### config.mk
export PLATFORM = sky130hd
export DESIGN_NAME = adder_arbiter
export DESIGN_NICKNAME = d
export VERILOG_FILES = /design/src/rtl/adder_arb_pkg.sv /design/src/rtl/adder_tag_fifo.sv /design/src/rtl/adder_arbiter.sv
export SDC_FILE = /design/constraint.sdc
export NUM_CORES = 1
export LEC_CHECK = 0
export CORE_MARGIN = 5
export CORE_UTILIZATION = 42
export CTS_BUF_LIST = sky130_fd_sc_hd__clkbuf_4
export DETAILED_ROUTE_END_ITERATION = 8
export HOLD_SLACK_MARGIN = 0.12
export PLACE_DENSITY = 0.85
export SYNTH_ARGS = -nofsm -noshare
export SYNTH_HDL_FRONTEND = slang
export SYNTH_SLANG_ARGS = --single-unit
### constraint.sdc
create_clock -name i_clk -period 3.25 [get_ports i_clk]
set_clock_uncertainty 0.05 [all_clocks]
set_input_delay 0.65 -clock i_clk [delete_from_list [all_inputs] [get_ports i_clk]]
set_output_delay 0.65 -clock i_clk [all_outputs]
set_load 0.005 [all_outputs]
### src/rtl/adder_arb_pkg.sv
// Shared defaults and types for the adder arbiter slice.
package adder_arb_pkg;
  localparam int DEF_N_REQ   = 4;
  localparam int DEF_DW      = 10;
  localparam int DEF_MAX_OUT = 4;
  localparam int TAG_W       = $clog2(DEF_N_REQ);

  typedef logic [DEF_DW:0] result_t;
endpackage

### src/rtl/adder_tag_fifo.sv
// In-order tag FIFO remembering which requester owns each in-flight add.
module adder_tag_fifo #(
  parameter int DEPTH = 4,
  parameter int W     = 2
) (
  input  logic                       clk,
  input  logic                       rst,
  input  logic                       push,
  input  logic                       pop,
  input  logic [W-1:0]               din,
  output logic [W-1:0]               head,
  output logic                       empty,
  output logic                       full,
  output logic [$clog2(DEPTH):0]     count
);
  localparam int AW = $clog2(DEPTH);
  localparam logic [AW:0] FULL_CNT = (AW+1)'(DEPTH);

  logic [W-1:0]  mem [DEPTH];
  logic [AW-1:0] wr_ptr, rd_ptr;
  logic          push_ok, pop_ok;

  assign empty   = (count == '0);
  assign full    = (count == FULL_CNT);
  assign push_ok = push & ~full;
  assign pop_ok  = pop & ~empty;
  assign head    = mem[rd_ptr];

  always_ff @(posedge clk) begin
    if (push_ok) mem[wr_ptr] <= din;
  end

  always_ff @(posedge clk or posedge rst) begin
    if (rst) begin
      wr_ptr <= '0;
      rd_ptr <= '0;
      count  <= '0;
    end else begin
      if (push_ok) wr_ptr <= wr_ptr + 1'b1;
      if (pop_ok)  rd_ptr <= rd_ptr + 1'b1;
      case ({push_ok, pop_ok})
        2'b10:   count <= count + 1'b1;
        2'b01:   count <= count - 1'b1;
        default: count <= count;
      endcase
    end
  end
endmodule

### src/rtl/adder_arbiter.sv
// Round-robin sharing of one enabled adder; results are routed back to
// the issuing requester through an in-order tag FIFO.
module adder_arbiter
  import adder_arb_pkg::*;
#(
  parameter int N_REQ   = DEF_N_REQ,
  parameter int DW      = DEF_DW,
  parameter int MAX_OUT = DEF_MAX_OUT
) (
  input  logic                  i_clk,
  input  logic                  i_rst,
  input  logic [N_REQ-1:0]      i_req,
  input  logic [N_REQ*DW-1:0]   i_a,
  input  logic [N_REQ*DW-1:0]   i_b,
  input  logic [N_REQ-1:0]      i_cin,
  output logic [N_REQ-1:0]      o_gnt,
  output logic [N_REQ-1:0]      o_rsp_valid,
  output logic [DW:0]           o_rsp_result,
  output logic                  o_add_enable,
  output logic [DW-1:0]         o_add_a,
  output logic [DW-1:0]         o_add_b,
  output logic                  o_add_cin,
  input  logic                  i_add_valid,
  input  logic [DW:0]           i_add_result,
  output logic                  o_busy,
  output logic                  o_err
);
  localparam int TW = $clog2(N_REQ);
  localparam int CW = $clog2(MAX_OUT) + 1;

  logic [TW-1:0] rr_ptr, win_idx, idx, head;
  logic          found, transfer, pop;
  logic          fifo_empty, fifo_full;
  logic [CW-1:0] out_cnt;

  // Scan from rr_ptr upward with wrap; first active request wins.
  always_comb begin
    found   = 1'b0;
    win_idx = '0;
    idx     = '0;
    for (int i = 0; i < N_REQ; i++) begin
      idx = TW'((int'(rr_ptr) + i) % N_REQ);
      if (!found && i_req[idx]) begin
        found   = 1'b1;
        win_idx = idx;
      end
    end
  end

  always_comb begin
    o_gnt = '0;
    if (found && !fifo_full) o_gnt[win_idx] = 1'b1;
  end

  assign transfer = found & ~fifo_full;
  assign pop      = i_add_valid & ~fifo_empty;
  assign o_busy   = (out_cnt != '0);

  always_ff @(posedge i_clk or posedge i_rst) begin
    if (i_rst) begin
      rr_ptr       <= '0;
      o_add_enable <= 1'b0;
      o_add_a      <= '0;
      o_add_b      <= '0;
      o_add_cin    <= 1'b0;
    end else begin
      o_add_enable <= transfer;
      if (transfer) begin
        rr_ptr    <= (win_idx == TW'(N_REQ - 1)) ? '0 : win_idx + 1'b1;
        o_add_a   <= i_a[win_idx*DW +: DW];
        o_add_b   <= i_b[win_idx*DW +: DW];
        o_add_cin <= i_cin[win_idx];
      end
    end
  end

  // A valid with nothing in flight is unowned: flag it, never route it.
  always_ff @(posedge i_clk or posedge i_rst) begin
    if (i_rst) begin
      o_rsp_valid  <= '0;
      o_rsp_result <= '0;
      o_err        <= 1'b0;
    end else begin
      o_rsp_valid <= '0;
      if (i_add_valid) begin
        if (!fifo_empty) begin
          o_rsp_valid[head] <= 1'b1;
          o_rsp_result      <= i_add_result;
        end else begin
          o_err <= 1'b1;
        end
      end
    end
  end

  adder_tag_fifo #(
    .DEPTH (MAX_OUT),
    .W     (TW)
  ) u_tag_fifo (
    .clk   (i_clk),
    .rst   (i_rst),
    .push  (transfer),
    .pop   (pop),
    .din   (win_idx),
    .head  (head),
    .empty (fifo_empty),
    .full  (fifo_full),
    .count (out_cnt)
  );
endmodule

==> run metrics, run 1 <==
Synth async-reset ratio=85.5%; clk root buf=clkbuf_4; post-route cell area=4580 um2; Post-Synth Adder-Cell Area=4.43%; compound-cell area share of the yosys netlist=12.8%; ranking of synthesized cells by area=dfrtp_1 39%, mux2i_1 14%, o221ai_2 11%, nand2_1 8.1%, edfxtp_1 8.0%; Filler Cell Count=543; DRT Wirelength=about 7600 um; routed vias=approximately 2,400; predominant post-synthesis flop cell=dfrtp_1; first-pass GRT wire length=11,900 um; Synth Area in Simple Gates=11.9%; Max-slew headroom=36.3%; CTS tree=done; Max clock buf depth=2; GRT Overall Usage=between 10% and 20%; Area after DPL=4500 um2; max-cap violations=0; Most common cell on crit path=clkdlybuf4s50_1; FF+latch area=between 1000 and 1500 um2; flops & latches, synth=55; post-synthesis cell area=2990 um2; vias in the first global route=2,543; WS Path Type=in -> out; Yosys top cell by area=dfrtp_1; hold crit path type=reg -> reg; share of cells above drive strength 1=approximately an eighth; CP max stage delay=between 0.4 and 0.5 ns; CTS H-tree depth=2; Syn Inst Count=256; Post-Synth XOR/XNOR Area=1.76%; num rows=30; Synthesized Nets=roughly 370; worst path cell trace=clkdlybuf4s50_1 > a211o_1 > a21oi_4 > inv_2 > ha_1 > and2_1 > clkdlybuf4s50_1; Final period util=98.8%; drt wl/cell=15.2 um; die width=roughly 94 um; count leader, synth=nand2_1; Post-Syn Area per Cell=11.7 um2; Clk pin slew, worst setup/hold paths=0.14 ns; Post-route DRC=0; top-area cell type share of the netlist area=39.3%; Ys Warns=0; Die Area=roughly 9000 um2; drt initial violations=58; Period minus WS final=3.21 ns; Routability Congestion=between 0.7 and 0.8; Worst Path Required=2.55 ns; clock insertion delay at the later pin of the skew report=between 0.3 and 0.4 ns; post-synth cell types=34; initial antenna violation count=0; CORE AREA=6870 um2; worst slew pin tran=0.954 ns; synthesis-to-finish area growth=53.0%; # setup viols final=0; CP arrival=2.51 ns; Slowest-stage cell, CP=clkdlybuf4s50_1; largest family of logic cells by synthesized area=multiplexers; Die Ht=94.4 um; DP Cell Count=492; Starting Density=43.6%; largest net degree at the start of global routing=48; max frequency=0.311 GHz; Max Slew Vio Count=0; TritonRoute pass-1 iters=4; DP Wirelength=6110 um; Max FO, Critical Path=5; area of the multi-input gates=1420 um2; pre-CTS setup slack=-0.0886 ns; status=finished clean; number of vias per cell=between 4 and 5; mux share of post-synthesis cell area=about 16%; Post-synth EDFFs=8; CTS Sinks=55; # port buffers=144; Max IR drop VDD=0.000409 V; final worst-path setup slack=just under 0.04 ns; # IOs=145; PwrDens=758 nW/um2; GRT overflow=0; startpoint types=input port; Final ANT Viol Nets=0; diode count=0; nets=516; Num CTS Buffers=5; Post-synth top cells=65 x nand2_1, 47 x dfrtp_1, 42 x mux2i_1; post-route insts no fill=between 500 and 600; sequential area share after synthesis=47.3%; RSZ-0062 raised after global routing=no; Worst setup EP type=output pin; Leak=0.00194 uW; Final Hold Fails=0
==> report_power, final <==
part | switching [uW] | internal, uW
registers | 183 | 1030
clock network | 203 | 83.6
logic | 888 | 1090
==> stage by stage <==
stage | setup TNS, ns | utilization [%] | power, uW | hold slack, ns
floorplan | 0 | - | 2430 | 0.418
global placement | 0 | 65.6 | 3140 | 0.408
detailed placement | -0.205 | 65.6 | 3220 | 0.413
CTS | 0 | 66.7 | 3530 | 0.448
global route | 0 | 66.7 | 3730 | 0.462
finish | 0 | 66.7 | 3470 | 0.443
==> routing by layer <==
metal	track usage (%)	share of wire (%)
met4	5.29	1.5
met5	0	0
met1	18.3	37
met3	6.53	9.7
met2	31.1	52
==> path summary, 6_finish.rpt <==
check | cells past startpoint | to | slack, ns | from
min reg2reg | 2 | o_rsp_result[10] | 0.44 | o_rsp_result[10]
max in group asynchronous | 2 | o_add_b[6] | 1.81 | i_rst
min in group asynchronous | 2 | o_rsp_result[6] | 0.76 | i_rst
max | 7 | o_gnt[2] | 0.04 | i_req[2]
min | 2 | o_rsp_result[10] | 0.44 | o_rsp_result[10]
max reg2reg | 8 | u_tag_fifo.count[2] | 0.95 | u_tag_fifo.count[0]
==> final cells by class <==
cell class                      instances  share of cell area [%]
Clock inverter                          3                   0.437
Multi-Input combinational cell        176                    31.1
Clock buffer                            5                   0.819
Tap cell                               96                    2.62
Inverter                               11                   0.901
Sequential cell                        55                    30.9
Timing Repair Buffer                  155                    33.2
==> sequential cells by signal, indices dropped and copies added, names as in the netlist, 2 cells and up <==
name,cells
o_add_a,10
o_add_b,10
o_rsp_result,11
o_rsp_valid,4
rr_ptr,2
u_tag_fifo.count,3
u_tag_fifo.mem,8
u_tag_fifo.rd_ptr,2
u_tag_fifo.wr_ptr,2
==> critical path, delay by kind of cell <==
kind / cells / cell delay, ns
simple gates: 1 / 0.13
buf+inv: 3 / 0.98
fa+ha+maj: 1 / 0.20
compound gates: 2 / 0.55
==> repair_timing <==
action	in CTS	in global routing
resized for setup	5	1
setup buffers	1	0
pin swaps	2	2
hold buffers	0	0
setup endpoints to repair	4	2
==> kinds of logic (layout without fill, tap and decap cells) <==
family,Yosys count,after routing
and+or+nand+nor,85,85
DFF,55,55
muxes,45,45
AOI/OAI and AO/OA,30,30
buffers and inverters,25,174
adders and majority gates,10,10
xor gates and xnor gates,6,6
==> placed cells by master (no fill, tap or decap), types with 2 or more instances in the layout <==
master and n:
and2_1 8, buf_4 11, clkbuf_4 5, clkdlybuf4s50_1 140, dfrtp_1 47, dlygate4sd2_1 3
edfxtp_1 8, ha_1 9, inv_1 6, inv_2 5, mux2i_1 42, mux4_2 2
nand2_1 65, nor2_1 6, o221ai_2 22, xnor2_1 5
(Power assumes the default switching activity.)
==> inputs of run 2 (changes only) <==
--- a/config.mk
+++ b/config.mk
@@ -10,7 +10,7 @@
 export CTS_BUF_LIST = sky130_fd_sc_hd__clkbuf_4
 export DETAILED_ROUTE_END_ITERATION = 8
 export HOLD_SLACK_MARGIN = 0.12
-export PLACE_DENSITY = 0.85
+export PLACE_DENSITY = 0.83
 export SYNTH_ARGS = -nofsm -noshare
 export SYNTH_HDL_FRONTEND = slang
 export SYNTH_SLANG_ARGS = --single-unit
==> run 2 against run 1 <==
  * Maximum frequency rose by 3.0%
  * Design area hardly changed
  * Clock power grew 2%
  * Worst hold slack got worse by 0.041 ns
  * Non-clock buffer count up 1
  * Cell count grew 0.20%
  * Sequential cell count stayed put
  * Sequential power about the same
  * Critical endpoint unchanged
  * Largest power group unchanged
==> run metrics, run 2 (same netlist as run 1, synthesis figures left out) <==
drt wl/cell=16.4 um; share of cells above drive strength 1=12.8%; GRT Overall Usage=18.4%; commonest non-fill, non-tap cells in the layout=140 x clkdlybuf4s50_1, 65 x nand2_1, 47 x dfrtp_1, 42 x mux2i_1, 22 x o221ai_2; Max Slew Vio Count=0; Leak=0.00194 uW; Final period util=95.9%; Max clock buf depth=2; CTS H-tree depth=2; Starting Density=a little over two fifths; nets=517; RSZ-0062 raised after global routing=no; Worst Path Required=2.55 ns; WS Path Type=in -> out; Post-route DRC=0; startpoint types=input port; # setup viols final=0; max frequency=0.321 GHz; max reg flops=11; largest registers=o_rsp_result x11, o_add_a x10, o_add_b x10; Clk pin slew, worst setup/hold paths=0.15 ns; drt initial violations=107; first-pass GRT wire length=12,800 um; Hold Slack=between 0.4 and 0.5 ns; # port buffers=144; CTS Sinks=55; Routability Congestion=0.776; number of vias per cell=4.90; Die Area=~9000 um2; Max FO, Critical Path=4; status=finished clean; clk root buf=clkbuf_4; vias in the first global route=2,688; max-cap violations=0; die width=94.4 um; Period minus WS final=3.12 ns; most common cell after layout, fill and taps aside=clkdlybuf4s50_1; Final Hold Fails=0; Hold Buf Count CTS=0; DRT Wirelength=8250 um; synthesis-to-finish area growth=53.0%; Max-slew headroom=71.0%; num rows=30; DP Wirelength=a little under 7000 um; # IOs=around 150; Filler Cell Count=540; Overall Power=~3500 uW; Num CTS Buffers=5; TritonRoute pass-1 iters=4; clock insertion delay at the later pin of the skew report=approximately 0.36 ns; CORE AREA=6870 um2; hold crit path type=in -> async; diode count=0; Die Ht=94.4 um; CTS tree=done; routed vias=2,461; worst slew pin tran=0.436 ns; Top reg by flops=o_rsp_result; largest net degree at the start of global routing=29; Final ANT Viol Nets=0; GRT overflow=0; PwrDens=~760 nW/um2; CP arrival=2.42 ns; Worst setup EP type=output pin; Max IR drop VDD=between 0.0003 and 0.0004 V; fin util=66.7%; flop2flop setup slack=0.95 ns; initial antenna violation count=0
## run 2: cell type report
class	instances	area, um2	area share [%]
clock buffers	5	37.5	0.819
flip-flops and latches	55	1420	30.9
clock inverters	3	20.0	0.437
inverters	11	41.3	0.901
repair buffers	156	1530	33.4
multi-input cells	176	1420	30.9
well taps	96	120	2.62
## run 2: final timing paths
| path | startpoint | endpoint | cells after the start |
|---|---|---|---|
| max | i_req[0] | o_gnt[2] | 8 |
| min | i_rst | o_rsp_result[7] | 2 |
| max reg2reg | u_tag_fifo.count[0] | u_tag_fifo.count[2] | 8 |
| min reg2reg | o_rsp_result[0] | o_rsp_result[0] | 2 |
| max in group asynchronous | i_rst | o_add_cin | 3 |
| min in group i_clk | o_rsp_result[0] | o_rsp_result[0] | 2 |
## run 2: power by group
part,switching [uW],internal (uW),total (uW)
logic,896,1090,1990
registers,191,1030,1220
clock network,209,83.7,293
total,1300,2200,3500
## run 2: routing by layer
layer,GRT usage [%],share of wire (%),vias to the layer above
met5,0,0,-
met4,7.82,3.4,0
met3,5.18,7.6,19
met2,32.6,52,111
met1,20.5,37,1141
li1,-,-,1190
## run 2: through the flow
stage / area (um2) / std cells / setup WS [ns] / setup TNS (ns)
after floorplan: 2990 / 256 / 0.687 / 0
after global placement: 4510 / 493 / -0.0138 / -0.0262
after detailed placement: 4510 / 493 / -0.105 / -0.359
after CTS: 4570 / 502 / 0.0551 / 0
after global routing: 4580 / 502 / 0.0722 / 0
final: 4580 / 502 / 0.133 / 0
## run 2: what timing repair did
action / 4_1_cts / 5_1_grt
setup buffers: 1 / 0
setup endpoints to repair: 4 / 2
pin swaps: 1 / 2
resized for setup: 3 / 2
## run 2: critical path: stages
cell	delay, ns
dlygate4sd2_1	0.27
nor2b_1	0.16
a211o_1	0.31
a21oi_4	0.21
inv_2	0.07
ha_1	0.18
and2_1	0.13
clkdlybuf4s50_1	0.44
==> inputs of run 3 (changes only) <==
--- a/config.mk
+++ b/config.mk
@@ -5,8 +5,9 @@
 export SDC_FILE = /design/constraint.sdc
 export NUM_CORES = 1
 export LEC_CHECK = 0
+export ABC_AREA = 1
 export CORE_MARGIN = 5
-export CORE_UTILIZATION = 42
+export CORE_UTILIZATION = 45
 export CTS_BUF_LIST = sky130_fd_sc_hd__clkbuf_4
 export DETAILED_ROUTE_END_ITERATION = 8
 export HOLD_SLACK_MARGIN = 0.12
==> run 3 against run 2 <==
  * Routed wire length rose by 23%
  * Setup slack worse by 0.043 ns
  * Design area rose by 15%
  * Worst hold slack better by 0.043 ns
  * Cell count increased by 53%
  * Synthesized cell count grew 100%
  * Sequential power increased by 9%
  * Critical path type is now reg -> out
  * Count of clock-buffer cells in the layout unchanged
  * Sequential cell count is the same
  * Sequential share of layout area is 3.9 points lower
==> run metrics, run 3 <==
area of the multi-input gates=1710 um2; Max IR drop VDD=0.000697 V; Final period util=97.2%; Max clock buf depth=2; top-area cell type share of the netlist area=between 30% and 40%; CP top delay family=buffers and inverters; DP Wirelength=7480 um; DR WL met3=713 um; pre-CTS setup slack=-0.242 ns; CP arrival=2.46 ns; Slowest-stage cell, CP=dfrtp_2; Die Ht=99.4 um; Routability Congestion=0.893; # IOs=145; ranking of synthesized cells by area=dfrtp_1 33%, nand2_1 21%, nand3_1 9.6%, inv_1 9.2%, edfxtp_1 6.7%; max reg flops=11; drt wl/cell=between 10 and 15 um; critical path depth=15; Max-slew headroom=37.4%; worst path cell trace=buf_4 > nand2_1 > nand2_1 > nand2_1 > nand2_2 > nor2_4 > buf_4 > nand4_1 > nand2_2 > buf_4 > inv_2 > ha_1 > inv_1 > nor2_1 > dlygate4sd2_1; num rows=32; post-synth cell types=30; Ys Warns=0; final worst-path setup slack=between 0.08 and 0.09 ns; Setup TNS=0 ns; Post-synth top cells=203 x nand2_1, 88 x inv_1, 69 x nand3_1; Clk pin slew, worst setup/hold paths=0.15 ns; predominant post-synthesis flop cell=dfrtp_1; diode count=0; Starting Density=between 40% and 50%; initial antenna violation count=0; most common cell after layout, fill and taps aside=nand2_1; clock insertion delay at the later pin of the skew report=0.37 ns; Worst setup EP type=output pin; routed vias=3,736; TritonRoute pass-1 iters=4; Worst Path Buf+Inv=6; post-synthesis cell area=3600 um2; CORE AREA=slightly below 8000 um2; Synthesized Nets=634; synthesis-to-finish area growth=45.7%; largest net degree at the start of global routing=48; largest registers=o_rsp_result x11, o_add_a x10, o_add_b x10; nets=about 800; max frequency=0.316 GHz; Period minus WS final=3.16 ns; CTS tree=done; Max FO, Critical Path=7; CP max stage delay=0.50 ns; RR Endpoint=u_tag_fifo.count[2]; drt initial violations=between 100 and 150; wl on met1=about 4100 um; startpoint types=flop; Syn Inst Count=522; hold crit path type=reg -> reg; Synth async-reset ratio=85.5%; Final ANT Viol Nets=0; number of vias per cell=4.86; WL met2=around 5100 um; # port buffers=144; Post-route DRC=0; DRT Wirelength=~10,000 um; Final Hold Fails=0; clk root buf=clkbuf_4; DP Cell Count=752; share of cells above drive strength 1=8.40%; count leader, synth=nand2_1; commonest non-fill, non-tap cells in the layout=199 x nand2_1, 136 x clkdlybuf4s50_1, 82 x inv_1, 68 x nand3_1, 45 x dfrtp_1; Die Area=between 9000 and 10,000 um2; Max Slew Vio Count=0; flops & latches, synth=55; r2r worst-path depth=15; hold worst-path end=o_rsp_result[0]; worst slew pin tran=0.938 ns; FF+latch area=1420 um2; Worst Path Required=2.55 ns; hold depth=2; RSZ-0062 raised after global routing=yes; status=finished clean; sequential area share after synthesis=about two fifths; flop2flop setup slack=0.61 ns; fin util=67.5%; vias in the first global route=3,542; Post-Syn Area per Cell=6.90 um2; Num CTS Buffers=5; die width=99.4 um; GRT Overall Usage=19.9%; GRT overflow=0; launch point of the worst reg-to-reg path=rr_ptr[0]; Yosys top cell by area=dfrtp_1; post-route insts no fill=769; Post-synth EDFFs=8; WS Path Type=reg -> out; highest metal used=met4; Leak=between 0.002 and 0.003 uW; PwrDens=1100 nW/um2; CTS H-tree depth=2; # setup viols final=0; CTS Sinks=between 50 and 60; first-pass GRT wire length=16,200 um; Hold Path Origin=o_rsp_result[0]; Filler Cell Count=680; Hold Slack=0.444 ns; max-cap violations=0; Top reg by flops=o_rsp_result
==> run 3: cell types whose count changed after synthesis, moves of 8 or more <==
cell	before	now
nand3_1	0	69
o221ai_2	21	0
and2_1	8	0
nor2_1	6	16
mux2i_1	42	0
buf_2	2	11
nand3b_1	0	22
inv_1	7	88
nand2_1	65	203
==> run 3: metal layers <==
layer | track usage [%] | vias up
li1 | - | 1865
met1 | 24.3 | 1690
met2 | 35.6 | 155
met3 | 4.00 | 26
met4 | 5.57 | 0
met5 | 0 | -
==> run 3: tightest hold or removal path, cell delays in order (launching register included) <==
cell     delay (ns)
dfrtp_1        0.37
nand2_1        0.05
nand2_1        0.05
==> run 3: timing repair <==
| action | CTS | global route |
|---|---|---|
| hold buffers | 0 | 0 |
| gates resized for setup | 8 | 15 |
| setup buffers | 1 | 8 |
| endpoints found under the setup margin | 4 | 4 |
| pin swaps | 3 | 5 |
| endpoints found under the hold margin | 0 | 0 |
==> run 3: per-stage QoR <==
stage	power (uW)	instance area (um2)
final	5750	5250
after global routing	6400	5250
after CTS	5660	5150
after detailed placement	5350	5090
after global placement	5200	5090
after floorplan	4080	3600
==> run 3: area by class of cell <==
cell class | count | area share [%]
Tap cell | 102 | 2.43
Clock inverter | 3 | 0.453
Inverter | 92 | 6.63
Clock buffer | 5 | 0.716
Timing Repair Buffer | 162 | 30.1
Multi-Input combinational cell | 350 | 32.6
Sequential cell | 55 | 27.1
==> run 3: how the worst max path moves through the flow <==
stage / startpoint / slack, ns / to
global route: rr_ptr[0] / -0.1 / o_gnt[2]
global placement: i_req[3] / -0.09 / o_gnt[3]
detailed placement: i_req[1] / -0.24 / o_gnt[2]
CTS: i_req[3] / 0.007 / o_gnt[2]
finish: rr_ptr[0] / 0.09 / o_gnt[2]
floorplan: i_req[3] / 0.66 / o_gnt[1]
==> run 3: power breakdown <==
group / switching, uW / total (uW) / internal, uW
sequential: 206 / 1330 / 1120
combinational: 2420 / 4120 / 1710
clock: 214 / 302 / 88.3
==> run 3: cells by family after synthesis <==
logic type / count (synthesis) / synth area share, %
simple gates: 323 / 40.0
buf+inv: 117 / 13.7
flops: 55 / 39.3
compound gates: 11 / 1.74
fa+ha+maj: 10 / 3.68
xor+xnor: 5 / 1.22
mux: 1 / 0.313
